<file path="src/rtl/inst_fetch_unit_pkg.sv">
// rtl/inst_fetch_unit_pkg.sv - shared types and constants for the instruction fetch stage
// Purpose: PC width, reset PC default, NOP encoding, fetch FSM state enum, PC increment helper.
// Optional feature macro used by the users of this package: FETCH_MISALIGN_CHK_EN.
package inst_fetch_unit_pkg;

    localparam int              PC_W         = 32;
    localparam logic [PC_W-1:0] RESET_PC_DEF = 32'h0000_0000;
    localparam logic [31:0]     NOP_INSN     = 32'h0000_0013;

    typedef enum logic [1:0] {
        ST_IDLE = 2'd0,     // nothing outstanding, not requesting
        ST_REQ  = 2'd1,     // imem_req high, waiting for grant
        ST_WAIT = 2'd2      // one fetch granted, waiting for rvalid
    } fetch_state_e;

    // 32-bit modulo increment: the top of the address space wraps to 0 silently
    function automatic logic [PC_W-1:0] pc_inc(input logic [PC_W-1:0] pc);
        return pc + 32'd4;
    endfunction

endpackage

</file>
<file path="src/rtl/inst_fetch_unit_if.sv">
// rtl/inst_fetch_unit_if.sv - imem request bus and decoder hand-off bundle
// Purpose: groups the instruction-memory request/response signals and the
// {instruction, inst_pc} valid/ready stream toward decode.
// Ports (signals):
//   imem_req, imem_addr            fetch request toward instruction memory
//   imem_gnt, imem_rvalid, imem_rdata  memory grant and in-order read data
//   inst_valid, instruction, inst_pc   buffer head toward decode
//   inst_ready                         decoder accepts head
//   misaligned                         head PC misaligned (FETCH_MISALIGN_CHK_EN only)
// Modports: master = fetch unit, slave = memory/decoder side.
interface inst_fetch_unit_if;
    import inst_fetch_unit_pkg::*;

    logic            imem_req;
    logic [PC_W-1:0] imem_addr;
    logic            imem_gnt;
    logic            imem_rvalid;
    logic [31:0]     imem_rdata;
    logic            inst_valid;
    logic            inst_ready;
    logic [31:0]     instruction;
    logic [PC_W-1:0] inst_pc;
`ifdef FETCH_MISALIGN_CHK_EN
    logic            misaligned;
`endif

    modport master (
        output imem_req, imem_addr,
        input  imem_gnt, imem_rvalid, imem_rdata,
        output inst_valid, instruction, inst_pc,
`ifdef FETCH_MISALIGN_CHK_EN
        output misaligned,
`endif
        input  inst_ready
    );

    modport slave (
        input  imem_req, imem_addr,
        output imem_gnt, imem_rvalid, imem_rdata,
        input  inst_valid, instruction, inst_pc,
`ifdef FETCH_MISALIGN_CHK_EN
        input  misaligned,
`endif
        output inst_ready
    );

endinterface

</file>
<file path="src/rtl/inst_fetch_unit_fetch_fifo.sv">
// rtl/inst_fetch_unit_fetch_fifo.sv - synchronous FIFO with flush for fetched instructions
// Purpose: power-of-2 depth buffer of {pc, instruction} entries.
// Ports: clk, rst_n (async active-low), flush_i, push_i/wdata_i, pop_i,
//        rdata_o (head entry), empty_o, count_o (occupied entries).
module fetch_fifo #(
    parameter int DEPTH = 2,
    parameter int WIDTH = 64
) (
    input  logic                     clk,
    input  logic                     rst_n,
    input  logic                     flush_i,
    input  logic                     push_i,
    input  logic [WIDTH-1:0]         wdata_i,
    input  logic                     pop_i,
    output logic [WIDTH-1:0]         rdata_o,
    output logic                     empty_o,
    output logic [$clog2(DEPTH):0]   count_o
);
    localparam int AW = $clog2(DEPTH);
    localparam int CW = AW + 1;

    logic [WIDTH-1:0] mem_q [DEPTH];
    logic [AW-1:0]    rptr_q;
    logic [AW-1:0]    wptr_q;
    logic [CW-1:0]    cnt_q;

    // Storage is reset so the head reads as zero straight out of reset.
    // A push in the flush cycle lands in the freshly emptied buffer.
    always_ff @(posedge clk or negedge rst_n) begin
        if (!rst_n) begin
            rptr_q <= '0;
            wptr_q <= '0;
            cnt_q  <= '0;
            for (int i = 0; i < DEPTH; i++) begin
                mem_q[i] <= '0;
            end
        end else if (flush_i) begin
            rptr_q <= '0;
            if (push_i) begin
                mem_q[0] <= wdata_i;
                wptr_q   <= AW'(1);
                cnt_q    <= CW'(1);
            end else begin
                wptr_q   <= '0;
                cnt_q    <= '0;
            end
        end else begin
            if (push_i) begin
                mem_q[wptr_q] <= wdata_i;
                wptr_q        <= wptr_q + AW'(1);
            end
            if (pop_i) begin
                rptr_q <= rptr_q + AW'(1);
            end
            cnt_q <= cnt_q + CW'(push_i) - CW'(pop_i);
        end
    end

    assign rdata_o = mem_q[rptr_q];
    assign empty_o = (cnt_q == '0);
    assign count_o = cnt_q;

endmodule

</file>
<file path="src/rtl/inst_fetch_unit.sv">
// rtl/inst_fetch_unit.sv - instruction fetch stage feeding the decoder
// Purpose: owns the fetch PC, keeps at most one imem fetch outstanding, buffers
// returned words with their PC and hands {instruction, inst_pc} to decode.
// Redirects flush the buffer and discard the in-flight fetch.
// Optional feature macro: FETCH_MISALIGN_CHK_EN (misaligned redirect yields one
// NOP entry flagged misaligned and halts fetch until the next redirect).
// Ports: clk, rst_n (async active-low), redirect/redirect_pc (restart pulse),
//        bus (inst_fetch_unit_if.master: imem request bus + decoder stream).
module inst_fetch_unit
    import inst_fetch_unit_pkg::*;
#(
    parameter logic [PC_W-1:0] RESET_PC   = RESET_PC_DEF,
    parameter int              FIFO_DEPTH = 2
) (
    input  logic                clk,
    input  logic                rst_n,
    input  logic                redirect,
    input  logic [PC_W-1:0]     redirect_pc,
    inst_fetch_unit_if.master   bus
);
`ifdef FETCH_MISALIGN_CHK_EN
    localparam int ENTRY_W = 2 * PC_W + 1;
`else
    localparam int ENTRY_W = 2 * PC_W;
`endif
    localparam int CW = $clog2(FIFO_DEPTH) + 1;

    fetch_state_e    state_q, state_d;
    logic [PC_W-1:0] fetch_pc_q, fetch_pc_d;
    logic [PC_W-1:0] req_pc_q, req_pc_d;     // PC of the outstanding fetch
    logic            drop_q, drop_d;          // discard the next rvalid
    logic            halt_q, halt_d;          // fetch stopped after misaligned redirect

    logic               rsp, rsp_push, push, pop, slot_free, overlap_req;
    logic               keep_out, mis_redirect;
    logic [PC_W-1:0]    tgt_pc;
    logic [ENTRY_W-1:0] push_data, head;
    logic [CW-1:0]      cnt, cnt_after;
    logic               fifo_empty;

    assign rsp = (state_q == ST_WAIT) && bus.imem_rvalid;
    assign pop = bus.inst_valid && bus.inst_ready;

`ifdef FETCH_MISALIGN_CHK_EN
    assign mis_redirect = redirect && (redirect_pc[1:0] != 2'b00);
    assign tgt_pc       = redirect_pc;
`else
    assign mis_redirect = 1'b0;
    assign tgt_pc       = redirect_pc & ~32'h3;
`endif

    // Data returning in a redirect cycle, or owed to a pre-redirect fetch, is dropped.
    assign rsp_push  = rsp && !drop_q && !redirect;
    assign push      = rsp_push || mis_redirect;
    assign cnt_after = cnt + CW'(rsp_push) - CW'(pop);
    assign slot_free = cnt_after < CW'(FIFO_DEPTH);

    // The response cycle may issue the next request so a 1-cycle memory
    // sustains one instruction per cycle with only one fetch outstanding.
    assign overlap_req = rsp && !redirect && !halt_q && slot_free;

    // A fetch still owed by memory after this cycle, which a redirect must drop.
    assign keep_out = ((state_q == ST_WAIT) && !bus.imem_rvalid) ||
                      ((state_q == ST_REQ)  && bus.imem_gnt);

    assign bus.imem_req  = (state_q == ST_REQ) || overlap_req;
    assign bus.imem_addr = fetch_pc_q;

`ifdef FETCH_MISALIGN_CHK_EN
    assign push_data = mis_redirect ? {1'b1, redirect_pc, NOP_INSN}
                                    : {1'b0, req_pc_q, bus.imem_rdata};
    assign bus.misaligned = head[2*PC_W];
`else
    assign push_data = {req_pc_q, bus.imem_rdata};
`endif

    fetch_fifo #(
        .DEPTH (FIFO_DEPTH),
        .WIDTH (ENTRY_W)
    ) u_fifo (
        .clk     (clk),
        .rst_n   (rst_n),
        .flush_i (redirect),
        .push_i  (push),
        .wdata_i (push_data),
        .pop_i   (pop),
        .rdata_o (head),
        .empty_o (fifo_empty),
        .count_o (cnt)
    );

    assign bus.inst_valid  = !fifo_empty;
    assign bus.instruction = head[31:0];
    assign bus.inst_pc     = head[PC_W+31:32];

    always_comb begin
        state_d    = state_q;
        fetch_pc_d = fetch_pc_q;
        req_pc_d   = req_pc_q;
        drop_d     = drop_q;
        halt_d     = halt_q;
        if (redirect) begin
            fetch_pc_d = tgt_pc;
            drop_d     = keep_out;
            halt_d     = mis_redirect;
            if (keep_out) begin
                state_d = ST_WAIT;
            end else if (mis_redirect) begin
                state_d = ST_IDLE;
            end else begin
                state_d = ST_REQ;
            end
        end else begin
            unique case (state_q)
                ST_IDLE: begin
                    if (!halt_q && slot_free) begin
                        state_d = ST_REQ;
                    end
                end
                ST_REQ: begin
                    if (bus.imem_gnt) begin
                        req_pc_d   = fetch_pc_q;
                        fetch_pc_d = pc_inc(fetch_pc_q);
                        state_d    = ST_WAIT;
                    end
                end
                ST_WAIT: begin
                    if (bus.imem_rvalid) begin
                        drop_d = 1'b0;
                        if (overlap_req) begin
                            if (bus.imem_gnt) begin
                                req_pc_d   = fetch_pc_q;
                                fetch_pc_d = pc_inc(fetch_pc_q);
                                state_d    = ST_WAIT;
                            end else begin
                                state_d    = ST_REQ;
                            end
                        end else begin
                            state_d = ST_IDLE;
                        end
                    end
                end
                default: state_d = ST_IDLE;
            endcase
        end
    end

    always_ff @(posedge clk or negedge rst_n) begin
        if (!rst_n) begin
            state_q    <= ST_IDLE;
            fetch_pc_q <= RESET_PC;
            req_pc_q   <= '0;
            drop_q     <= 1'b0;
            halt_q     <= 1'b0;
        end else begin
            state_q    <= state_d;
            fetch_pc_q <= fetch_pc_d;
            req_pc_q   <= req_pc_d;
            drop_q     <= drop_d;
            halt_q     <= halt_d;
        end
    end

endmodule

</file>
<file path="src/flat_wrapper.sv">
// flat-port wrapper written by rule: the top's interface ports become plain ports
module inst_fetch_unit_flat import inst_fetch_unit_pkg::*;
#(
    parameter logic [PC_W-1:0] RESET_PC   = RESET_PC_DEF,
    parameter int              FIFO_DEPTH = 2
)
  (clk, rst_n, redirect, redirect_pc, bus_imem_req, bus_imem_addr, bus_imem_gnt, bus_imem_rvalid, bus_imem_rdata, bus_inst_valid, bus_instruction, bus_inst_pc, bus_inst_ready);
  inst_fetch_unit_if bus_i ();
  input  logic clk;
  input  logic rst_n;
  input  logic redirect;
  input  logic [PC_W-1:0] redirect_pc;
  output wire logic [$bits(bus_i.imem_req)-1:0] bus_imem_req;
  output wire logic [$bits(bus_i.imem_addr)-1:0] bus_imem_addr;
  input wire logic [$bits(bus_i.imem_gnt)-1:0] bus_imem_gnt;
  input wire logic [$bits(bus_i.imem_rvalid)-1:0] bus_imem_rvalid;
  input wire logic [$bits(bus_i.imem_rdata)-1:0] bus_imem_rdata;
  output wire logic [$bits(bus_i.inst_valid)-1:0] bus_inst_valid;
  output wire logic [$bits(bus_i.instruction)-1:0] bus_instruction;
  output wire logic [$bits(bus_i.inst_pc)-1:0] bus_inst_pc;
  input wire logic [$bits(bus_i.inst_ready)-1:0] bus_inst_ready;
  assign bus_imem_req = bus_i.imem_req;
  assign bus_imem_addr = bus_i.imem_addr;
  assign bus_i.imem_gnt = bus_imem_gnt;
  assign bus_i.imem_rvalid = bus_imem_rvalid;
  assign bus_i.imem_rdata = bus_imem_rdata;
  assign bus_inst_valid = bus_i.inst_valid;
  assign bus_instruction = bus_i.instruction;
  assign bus_inst_pc = bus_i.inst_pc;
  assign bus_i.inst_ready = bus_inst_ready;
  inst_fetch_unit #(.RESET_PC(RESET_PC), .FIFO_DEPTH(FIFO_DEPTH)) u_core (.clk(clk), .rst_n(rst_n), .redirect(redirect), .redirect_pc(redirect_pc), .bus(bus_i));
endmodule
</file>
<file path="config.mk">
export PLATFORM = sky130hd
export DESIGN_NAME = inst_fetch_unit_flat
export DESIGN_NICKNAME = d
export VERILOG_FILES = /design/src/rtl/inst_fetch_unit_pkg.sv /design/src/rtl/inst_fetch_unit_if.sv /design/src/rtl/inst_fetch_unit_fetch_fifo.sv /design/src/rtl/inst_fetch_unit.sv /design/src/flat_wrapper.sv
export SDC_FILE = /design/constraint.sdc
export NUM_CORES = 1
export LEC_CHECK = 0
export CAP_MARGIN = 25
export CORE_ASPECT_RATIO = 1.75
export CORE_MARGIN = 3
export CORE_UTILIZATION = 40
export CTS_CLUSTER_DIAMETER = 50
export DETAILED_ROUTE_END_ITERATION = 16
export PLACE_DENSITY = 0.72
export SYNTH_ARGS = -nofsm -noshare
export SYNTH_HDL_FRONTEND = slang
export SYNTH_SLANG_ARGS = --single-unit
</file>
<file path="constraint.sdc">
create_clock -name clk -period 2.8 [get_ports clk]
set_input_delay 0.42 -clock clk [delete_from_list [all_inputs] [get_ports clk]]
set_output_delay 0.42 -clock clk [all_outputs]
set_load 0.02 [all_outputs]
</file>
==> impl_metrics.toml, run 1 <==
[outcome]
status = "completed"

[power]
power_frac_comb_pct = 39.8
switchingPower_uw = 3462
clkPwrFrac_pct = 22.3
irDropWorstVdd_uv = 485.7
p_sw_share_pct = 32.72
pwr-share-seq_pct = 37.9
powerDensity_nw_per_um2 = 907.4
power.leakage_uw = 0.005157
p_int_uw = 7120

[place]
place_ws_ns = -0.5608
place.gp.congestion = 0.8583
io_buffers = 163
post-place-cells = 1112
dp_hpwl_mm = 14.17

[clock_network]
ctsRootBufferMaster = "clkbuf_16"
clkLatencyLatePin_ns = 0.43
cts.sinks = 192
clkTransAtPathRegs_ns = 0.07
cts_tree = "built"
cts_made_buffers = 17
htree_levels = 4
cts_buffer_depth = 2

[logic_synthesis]
synth_top_area_cell = "dfrtp_1"
syn_inst = 655
yosys.area.top_type_share_pct = 55.52
syn_avg_cell_area_um2 = 13.21
yosys_warnings = 0
yosysSeqAreaShare_pct = 55.52
synth_most_common_cell = "mux2_2"
yosys_most_used_dff = "dfrtp_1"
synth_area_um2 = 8655
netlist-cell-type-count = 48
async_flop_share_pct = 100.0
synth_enable_flop_cells = 0
ys_ff_latch = 192
synth_top_cells_by_count = "mux2_2, dfrtp_1, nand2_1"
yosys-top-cells-area = "dfrtp_1, mux2_2, nand2_1"

[grt]
grt_pass1_wl_mm = 32.28
track_usage_pct = 17.55
grt_pass1_vias = 6055
grt_remaining_overflow = 0
grt_max_degree = 94
antenna_found_initial = 0

[floorplanning]
die_x_um = 117.2
row_count = 70
io_pins = 168
die_y_um = 200.6
start_util_pct = 41.00
die-area_um2 = 23510
fp.coreArea_um2 = 21110

[routing]
wirelength_mm = 20.64
drt_first_iter_violations = 342
wl_per_cell_um = 17.95
post-route-drc-count = 0
ant_nets = 0
dr.pass1.iters = 4
vias_per_cell = 5.114
vias = 5881

[sta]
finClkSkew_ns = 0.009991
setup_tns_ns = 0
fmax_mhz = 366.7
hold_viol_final = 0
setup_viol = 0
period_share_pct = 97.39
worst-slew-pin-transition_ns = 0.7520
finalCriticalPeriod_ns = 2.727
rsz0062_at_grt = "yes"
final-max-slew-violation-count = 0
hold_ws_ns = 0.03163
fin_ws_ns = 0.07312
slew_headroom_pct = 49.87

[worst_setup_path]
worstSetupEndpointType = "output pin"
reg2reg_depth = 12
crit_type = "reg -> out"
startpoint = "u_core.u_fifo.count_o[0]"
r2r_setup_slack_ns = 0.10
path_max_fanout = 2
crit_required_ns = 2.38
r2r-end = "u_core.bus.imem_addr[28]"
worstSetupStartpointType = "flop"
r2r-start = "u_core.u_fifo.count_o[0]"
worst_ep_arrival_time_ns = 2.31
crit_end = "bus_imem_req"

[layout]
area.growth.synth_to_final_pct = 34.75
multi_input_area_um2 = 3787
diodes = 0
nFillCells = 1790
final-seq-area_um2 = 4806
drive_gt1_share_pct = 36.77
instances_no_fill = 1150
nNetsFinal = 922

[job]
drv_cap = 0

[worst_hold_path]
worstHoldPathType = "in -> async"
[final cells by class]
type	instances	area share, %
Clock buffer	19	3.798
Clock inverter	13	1.116
Inverter	6	0.2146
Multi-Input combinational cell	423	32.48
Sequential cell	192	41.21
Tap cell	288	3.090
Timing Repair Buffer	209	18.10
[worst min path at each step]
stage	startpoint	end	slack, ns	cells after the start
3_3_place_gp	u_core.u_fifo.mem_q[97]	u_core.u_fifo.mem_q[97]	0.48	1
2_1_floorplan	rst_n	u_core.bus.imem_addr[10]	0.12	0
3_5_place_dp	u_core.u_fifo.mem_q[97]	u_core.u_fifo.mem_q[97]	0.49	1
6_report	rst_n	u_core.u_fifo.mem_q[99]	0.03	1
4_1_cts	rst_n	u_core.u_fifo.mem_q[99]	0.07	1
5_1_grt	rst_n	u_core.u_fifo.mem_q[99]	0.1	1
[power groups by stage]
stage	sequential, uW	combinational (uW)	clock [uW]
global placement	4020	4090	0
finish	4010	4210	2360
global route	4110	4490	2550
CTS	4010	4170	2430
detailed placement	4060	4140	0
floorplan	3930	2370	0
[what timing repair did]
action                                  CTS  global route
resized for setup                         8            10
hold buffers                              0             0
setup buffers                             0             3
cloned                                    0             3
endpoints found under the setup margin   42            42
pin swaps                                 2             2
[worst max-delay path: stages (launching register included)]
cell and delay [ns]:
dfrtp_1 0.38, or2_4 0.26, and2_4 0.15, ha_4 0.26
inv_4 0.03, ha_4 0.14, xor3_2 0.26, o32ai_2 0.22
buf_4 0.18
[placed cells by master (no fill, tap or decap), types with 2 or more instances in the layout]
cell / instances
clkdlybuf4s50_1: 160
nor2b_1: 9
clkbuf_8: 2
clkinv_4: 3
buf_4: 34
or4_1: 3
a22oi_1: 4
xor2_1: 12
nand2b_1: 2
a31oi_1: 6
mux2_2: 214
nand3b_1: 2
clkbuf_16: 19
inv_1: 4
nand3_4: 2
nand3_1: 16
o21ai_0: 27
buf_6: 4
clkinvlp_4: 3
nor4_1: 5
nand4_1: 11
mux2i_1: 4
nor3_2: 2
ha_4: 2
buf_12: 7
nor2_1: 15
nand2_1: 38
and2_1: 2
nor3_1: 5
or3_1: 5
conb_1: 2
o31a_1: 2
inv_6: 4
dfrtp_1: 191
xnor2_1: 8
[per-stage QoR]
step	cell area, um2	utilization, %	power [uW]
2_1_floorplan	8696	-	6295
3_3_place_gp	10950	51.87	8116
3_5_place_dp	10950	51.87	8207
4_1_cts	11530	54.64	10610
5_1_grt	11660	55.25	11150
6_report	11660	55.25	10580
[state kept, by name, summed over array words and instances (netlist names)]
name	flops
u_core.state_q	2
u_core.u_fifo.wptr_q	1
u_core.req_pc_q	30
u_core.u_fifo.mem_q	125
u_core.u_fifo.count_o	2
u_core.drop_q	1
u_core.u_fifo.rptr_q	1
u_core.bus.imem_addr	30
[layer usage]
metal	vias to the layer above	wire (um)	GRT usage [%]
met5	-	0	0
met4	0	314	5.371
met3	16	734	3.348
met2	131	11250	31.09
met1	2987	8336	21.04
li1	2747	-	-
[cells by family (layout without fill, tap and decap cells)]
family / count (synthesis) / in the layout / share of synthesized area [%]
DFF: 192 / 192 / 55.52
buffers and inverters: 41 / 247 / 1.952
and+or+nand+nor: 129 / 129 / 7.619
AOI/OAI and AO/OA: 50 / 50 / 3.817
xor gates and xnor gates: 21 / 21 / 2.313
muxes: 218 / 218 / 28.31
other: 1 / 2 / 0.04333
adders and majority gates: 3 / 3 / 0.4338
Note: power is estimated with default switching activity, not from simulation.
==> run 2, diff against run 1 <==
- CORE_MARGIN: 3 -> 2
- CTS_CLUSTER_SIZE: not set -> 16
- DONT_BUFFER_PORTS: not set -> 1
- PLACE_DENSITY: 0.72 -> 0.61
==> run 2 against run 1 <==
Compared with the run above:
- the run now ends with negative hold slack left
- sequential cell count is the same
- register-to-register slack lost 0.04 ns
- largest power group is now registers
- sequential power grew 2%
- cell count shrank 15%
- design area shrank 15%
- via count shrank 10%
- critical path depth is the same
- combinational power shrank 30%
- clock skew grew 0.0019 ns
- clock power grew 8.9%
- critical endpoint unchanged
- critical path type unchanged
==> impl_metrics.toml, run 2 (synthesized netlist as in run 1, its figures left out) <==
[worst_setup_path]
reg2reg_depth = 12
crit_required_ns = 2.38
r2r-end = "u_core.bus.imem_addr[19]"
worstSetupStartpointType = "flop"
worst_ep_arrival_time_ns = 2.35
r2r-start = "u_core.u_fifo.count_o[0]"
r2r_setup_slack_ns = 0.06
path_max_fanout = 3
worstSetupEndpointType = "output pin"
crit_type = "reg -> out"

[sta]
fmax_mhz = 361.3
hold_viol_final = 192
period_share_pct = 98.84
slew_headroom_pct = 61.96
setup_tns_ns = 0
rsz0062_at_grt = "yes"
setup_viol = 0
finalCriticalPeriod_ns = 2.768
fin_ws_ns = 0.03239
hold_ws_ns = -0.3156
final-max-slew-violation-count = 0
finClkSkew_ns = 0.01192
worst-slew-pin-transition_ns = 0.5699

[floorplanning]
die_y_um = 198.6
io_pins = 168
fp.coreArea_um2 = 21410
die_x_um = 115.2
start_util_pct = 40.42
row_count = 71
die-area_um2 = 22880

[layout]
nNetsFinal = 745
largest_register_ffs = 125
regMostFlops = "u_core.u_fifo.mem_q"
most-common-layout-cells = "mux2_2, dfrtp_1, nand2_1"
area.growth.synth_to_final_pct = 14.60
drive_gt1_share_pct = 44.23
fin_util_pct = 46.33
final_common_cell = "mux2_2"

[grt]
grt_max_degree = 193
track_usage_pct = 17.92
grt_pass1_wl_mm = 31.15
antenna_found_initial = 0
grt_pass1_vias = 5710
grt_remaining_overflow = 0

[clock_network]
cts_made_buffers = 17
cts.sinks = 192
cts_buffer_depth = 2
htree_levels = 4
clkLatencyLatePin_ns = 0.43
cts_tree = "built"
ctsRootBufferMaster = "clkbuf_16"
clkTransAtPathRegs_ns = 0.07

[routing]
ant_nets = 0
wl_per_cell_um = 20.43
vias_per_cell = 5.407
wirelength_mm = 19.98
post-route-drc-count = 0
dr.pass1.iters = 4
drt_first_iter_violations = 197
vias = 5288

[place]
io_buffers = 0
dp_hpwl_mm = 13.54
place.gp.congestion = 0.8345
place_ws_ns = -0.07690

[outcome]
status = "finished, violations left"
violations = "negative hold slack"

[worst_hold_path]
worstHoldPathType = "in -> async"

[power]
irDropWorstVdd_uv = 566.0
powerDensity_nw_per_um2 = 969.5
power.leakage_uw = 0.004475

[job]
drv_cap = 0
==> run 2: area by class of cell <==
type,instances,area (um2)
clock buffer,18,439.2
clock inverter,14,193.9
antenna,1,2.502
tap,292,365.4
sequential,192,4806
timing repair buffer,32,289.0
multi-input combinational,423,3800
inverter,6,22.52
fill,1972,11490
==> run 2: how the worst max path moves through the flow <==
stage | from | to | depth (start not counted)
global placement | u_core.u_fifo.count_o[0] | u_core.bus.imem_addr[27] | 11
floorplan | u_core.u_fifo.count_o[1] | u_core.bus.imem_addr[27] | 10
finish | u_core.u_fifo.count_o[0] | bus_imem_req | 8
detailed placement | redirect | u_core.bus.imem_addr[27] | 11
CTS | u_core.u_fifo.count_o[0] | bus_imem_req | 8
global route | u_core.u_fifo.count_o[0] | u_core.bus.imem_addr[19] | 12
==> run 2: power by group <==
group	switching (uW)	internal, uW	leakage [uW]	total (uW)
Clock	1110	1460	0.000309	2570
Sequential	580	3510	0.00249	4090
Combinational	1560	1400	0.00168	2950
Total	3250	6370	0.00448	9620
==> run 2: worst max-delay path: stages, from the launching register on <==
cell,delay [ns]
dfrtp_1,0.38
or2_4,0.25
and2_4,0.15
ha_4,0.23
inv_2,0.06
ha_4,0.13
xor3_2,0.30
o32ai_2,0.23
buf_4,0.19
==> run 2: timing repair <==
item                                    4_1_cts  5_1_grt
gates resized for setup                       5        6
endpoints found under the setup margin       35       35
gates cloned                                  0        0
pin swaps                                     2        6
endpoints found under the hold margin       192      192
setup buffers                                 1        3
==> run 2: layer usage <==
metal / part of all wire, % / global-route usage (%) / up-vias / wire length (um)
li1: - / - / 2400 / -
met1: 37 / 18.93 / 2719 / 7319
met4: 2.5 / 7.497 / 0 / 506
met3: 5.2 / 4.509 / 25 / 1030
met5: 0 / 0 / - / 0
met2: 56 / 33.20 / 144 / 11120
==> run 2: metrics by stage <==
stage	area, um2	hold slack (ns)	instances	power, uW
3_3_place_gp	9188	0.1289	941	6886
3_5_place_dp	9188	0.1274	941	7032
5_1_grt	9916	-0.3492	977	10120
2_1_floorplan	8696	0.1244	656	6295
4_1_cts	9853	-0.3450	974	9703
6_report	9918	-0.3156	978	9616
==> run 3, diff against run 2 <==
- HOLD_SLACK_MARGIN: not set -> 0.08
- PLACE_DENSITY: 0.61 -> 0.58
==> run 3 against run 2 <==
Compared with the run above:
- the flow finishes with violations (negative hold slack, negative setup slack)
- die area did not move
- first-iteration DRC count rose by 16%
- wire length rose by 4.1%
- largest cell class unchanged
- largest power group unchanged
==> impl_metrics.toml, run 3 (synthesized netlist as in run 1, its figures left out) <==
[layout]
drive_gt1_share_pct = 44.91
area.growth.synth_to_final_pct = 16.34
nFillCells = 1914
final_area_um2 = 10070
diodes = 0
nNetsFinal = 760
instances_no_fill = 989
most-common-layout-cells = "mux2_2, dfrtp_1, nand2_1"
final_common_cell = "mux2_2"
regMostFlops = "u_core.u_fifo.mem_q"
largest_register_ffs = 125

[worst_setup_path]
path_cells = "or2_4 -> and2_4 -> ha_4 -> inv_2 -> ha_4 -> xor3_2 -> buf_4 -> o32ai_4 -> buf_6"
cp_slowest_cell = "dfrtp_1"
crit_buf_inv = 3
worst_ep_arrival_time_ns = 2.47
crit_family = "simple AND/OR/NAND/NOR gates"
worstSetupStartpointType = "flop"
path_max_fanout = 2
crit_type = "reg -> out"
crit_required_ns = 2.38
r2r_setup_slack_ns = -0.09
worstSetupEndpointType = "output pin"
cpMostUsedCell = "ha_4"
slowest_delay_ns = 0.38

[floorplanning]
die_x_um = 115.2
die_y_um = 198.6
start_util_pct = 40.42
fp.coreArea_um2 = 21410
row_count = 71
die-area_um2 = 22880
io_pins = 168

[grt]
grt_remaining_overflow = 0
grt_pass1_wl_mm = 32.02
track_usage_pct = 18.61
grt_pass1_vias = 5701
grt_max_degree = 193
antenna_found_initial = 0

[place]
post-place-cells = 943
dp_hpwl_mm = 13.62
placed_area_um2 = 9215
io_buffers = 0
place.gp.congestion = 0.7984

[routing]
vias_per_cell = 5.408
ant_nets = 0
post-route-drc-count = 0
dr.pass1.iters = 6
vias = 5349
wirelength_mm = 20.79
wl_per_cell_um = 21.02
drt_first_iter_violations = 228

[job]
drv_cap = 0

[power]
powerDensity_nw_per_um2 = 956.0
irDropWorstVdd_uv = 698.0
power.leakage_uw = 0.004555

[sta]
final-max-slew-violation-count = 0
slew_headroom_pct = 43.33
setup_viol = 15
period_share_pct = 103.2
rsz0062_at_grt = "yes"
fin_ws_ns = -0.09045
finClkSkew_ns = 0.009246
finalCriticalPeriod_ns = 2.890
fmax_mhz = 346.0
worst-slew-pin-transition_ns = 0.8473
hold_viol_final = 192
hold_ws_ns = -0.3100

[clock_network]
cts_made_buffers = 17
clkTransAtPathRegs_ns = 0.07
cts_tree = "built"
cts_buffer_depth = 2
htree_levels = 4
clkLatencyLatePin_ns = 0.43
cts.sinks = 192
ctsRootBufferMaster = "clkbuf_16"

[outcome]
violations = "negative hold slack, negative setup slack"
status = "finished, violations left"

[worst_hold_path]
worstHoldPathType = "in -> async"
-- run 3: changes by cell type in the layout (fill, tap and decap cells not counted), moves of 3 or more --
cell        change
buf_6           +6
o21ai_1         +5
o21ai_0         -5
clkinvlp_4      +3
buf_12          +3
inv_6           -4
-- run 3: worst paths after layout --
| path | from | end | depth (start not counted) |
|---|---|---|---|
| setup / recovery | u_core.u_fifo.count_o[0] | bus_imem_req | 9 |
| hold / removal | rst_n | u_core.bus.imem_addr[6] | 0 |
| setup reg to reg | u_core.u_fifo.count_o[0] | u_core.req_pc_q[12] | 14 |
| hold reg to reg | u_core.req_pc_q[18] | u_core.req_pc_q[18] | 2 |
| max in group asynchronous | rst_n | u_core.u_fifo.mem_q[17] | 0 |
| min in group clk | redirect_pc[8] | u_core.bus.imem_addr[8] | 2 |
-- run 3: worst reg2reg max path: stages, from the launching register on --
cell and delay (ns):
dfrtp_1 0.38, or2_4 0.25, and2_4 0.15, ha_4 0.23, inv_2 0.06, ha_4 0.13, xor3_2 0.29, buf_6 0.14
buf_6 0.12, o22ai_4 0.15, buf_6 0.15, nand3_4 0.10, buf_12 0.19, buf_16 0.14, mux2_4 0.29
-- run 3: what timing repair did --
| action | 4_1_cts | 5_1_grt |
|---|---|---|
| hold endpoints to repair | 212 | 194 |
| buffers inserted | 8 | 6 |
| endpoints found under the setup margin | 31 | 60 |
| hold buffers | 1 | 1 |
| gates resized for setup | 13 | 21 |
| gates cloned | 3 | 1 |
| pin swaps | 3 | 9 |
-- run 3: power by group --
part	switching, uW	internal (uW)	total (uW)
clock	1020	1260	2280
sequential	632	3510	4140
combinational	1600	1610	3200
-- run 3: per-stage QoR --
step           setup WS (ns)  utilization, %  power, uW  TNS (ns)
2_1_floorplan       -0.04702               -       6295  -0.07935
3_3_place_gp        0.008693           43.04       6926         0
3_5_place_dp        -0.03189           43.04       7061   -0.6194
4_1_cts              -0.1275           46.55       9583    -3.423
5_1_grt              -0.1748           47.03      10130    -2.731
6_report            -0.09045           47.03       9625   -0.8292
-- run 3: layer usage --
metal	vias to the layer above	global-route usage (%)	routed length, um	share of wire, %
li1	2420	-	-	-
met1	2745	19.06	7433	36
met2	143	34.38	11610	56
met3	41	4.814	1004	4.8
met4	0	9.103	749	3.6
met5	-	0	0	0
-- run 3: area by class of cell --
type                            count  area (um2)  share of cell area [%]
Tap cell                          292       365.4                   3.629
Clock inverter                      9       87.58                  0.8699
Inverter                            6       22.52                  0.2237
Multi-Input combinational cell    423        3826                   38.00
Sequential cell                   192        4806                   47.73
Clock buffer                       20       456.7                   4.536
Timing Repair Buffer               47       504.2                   5.008
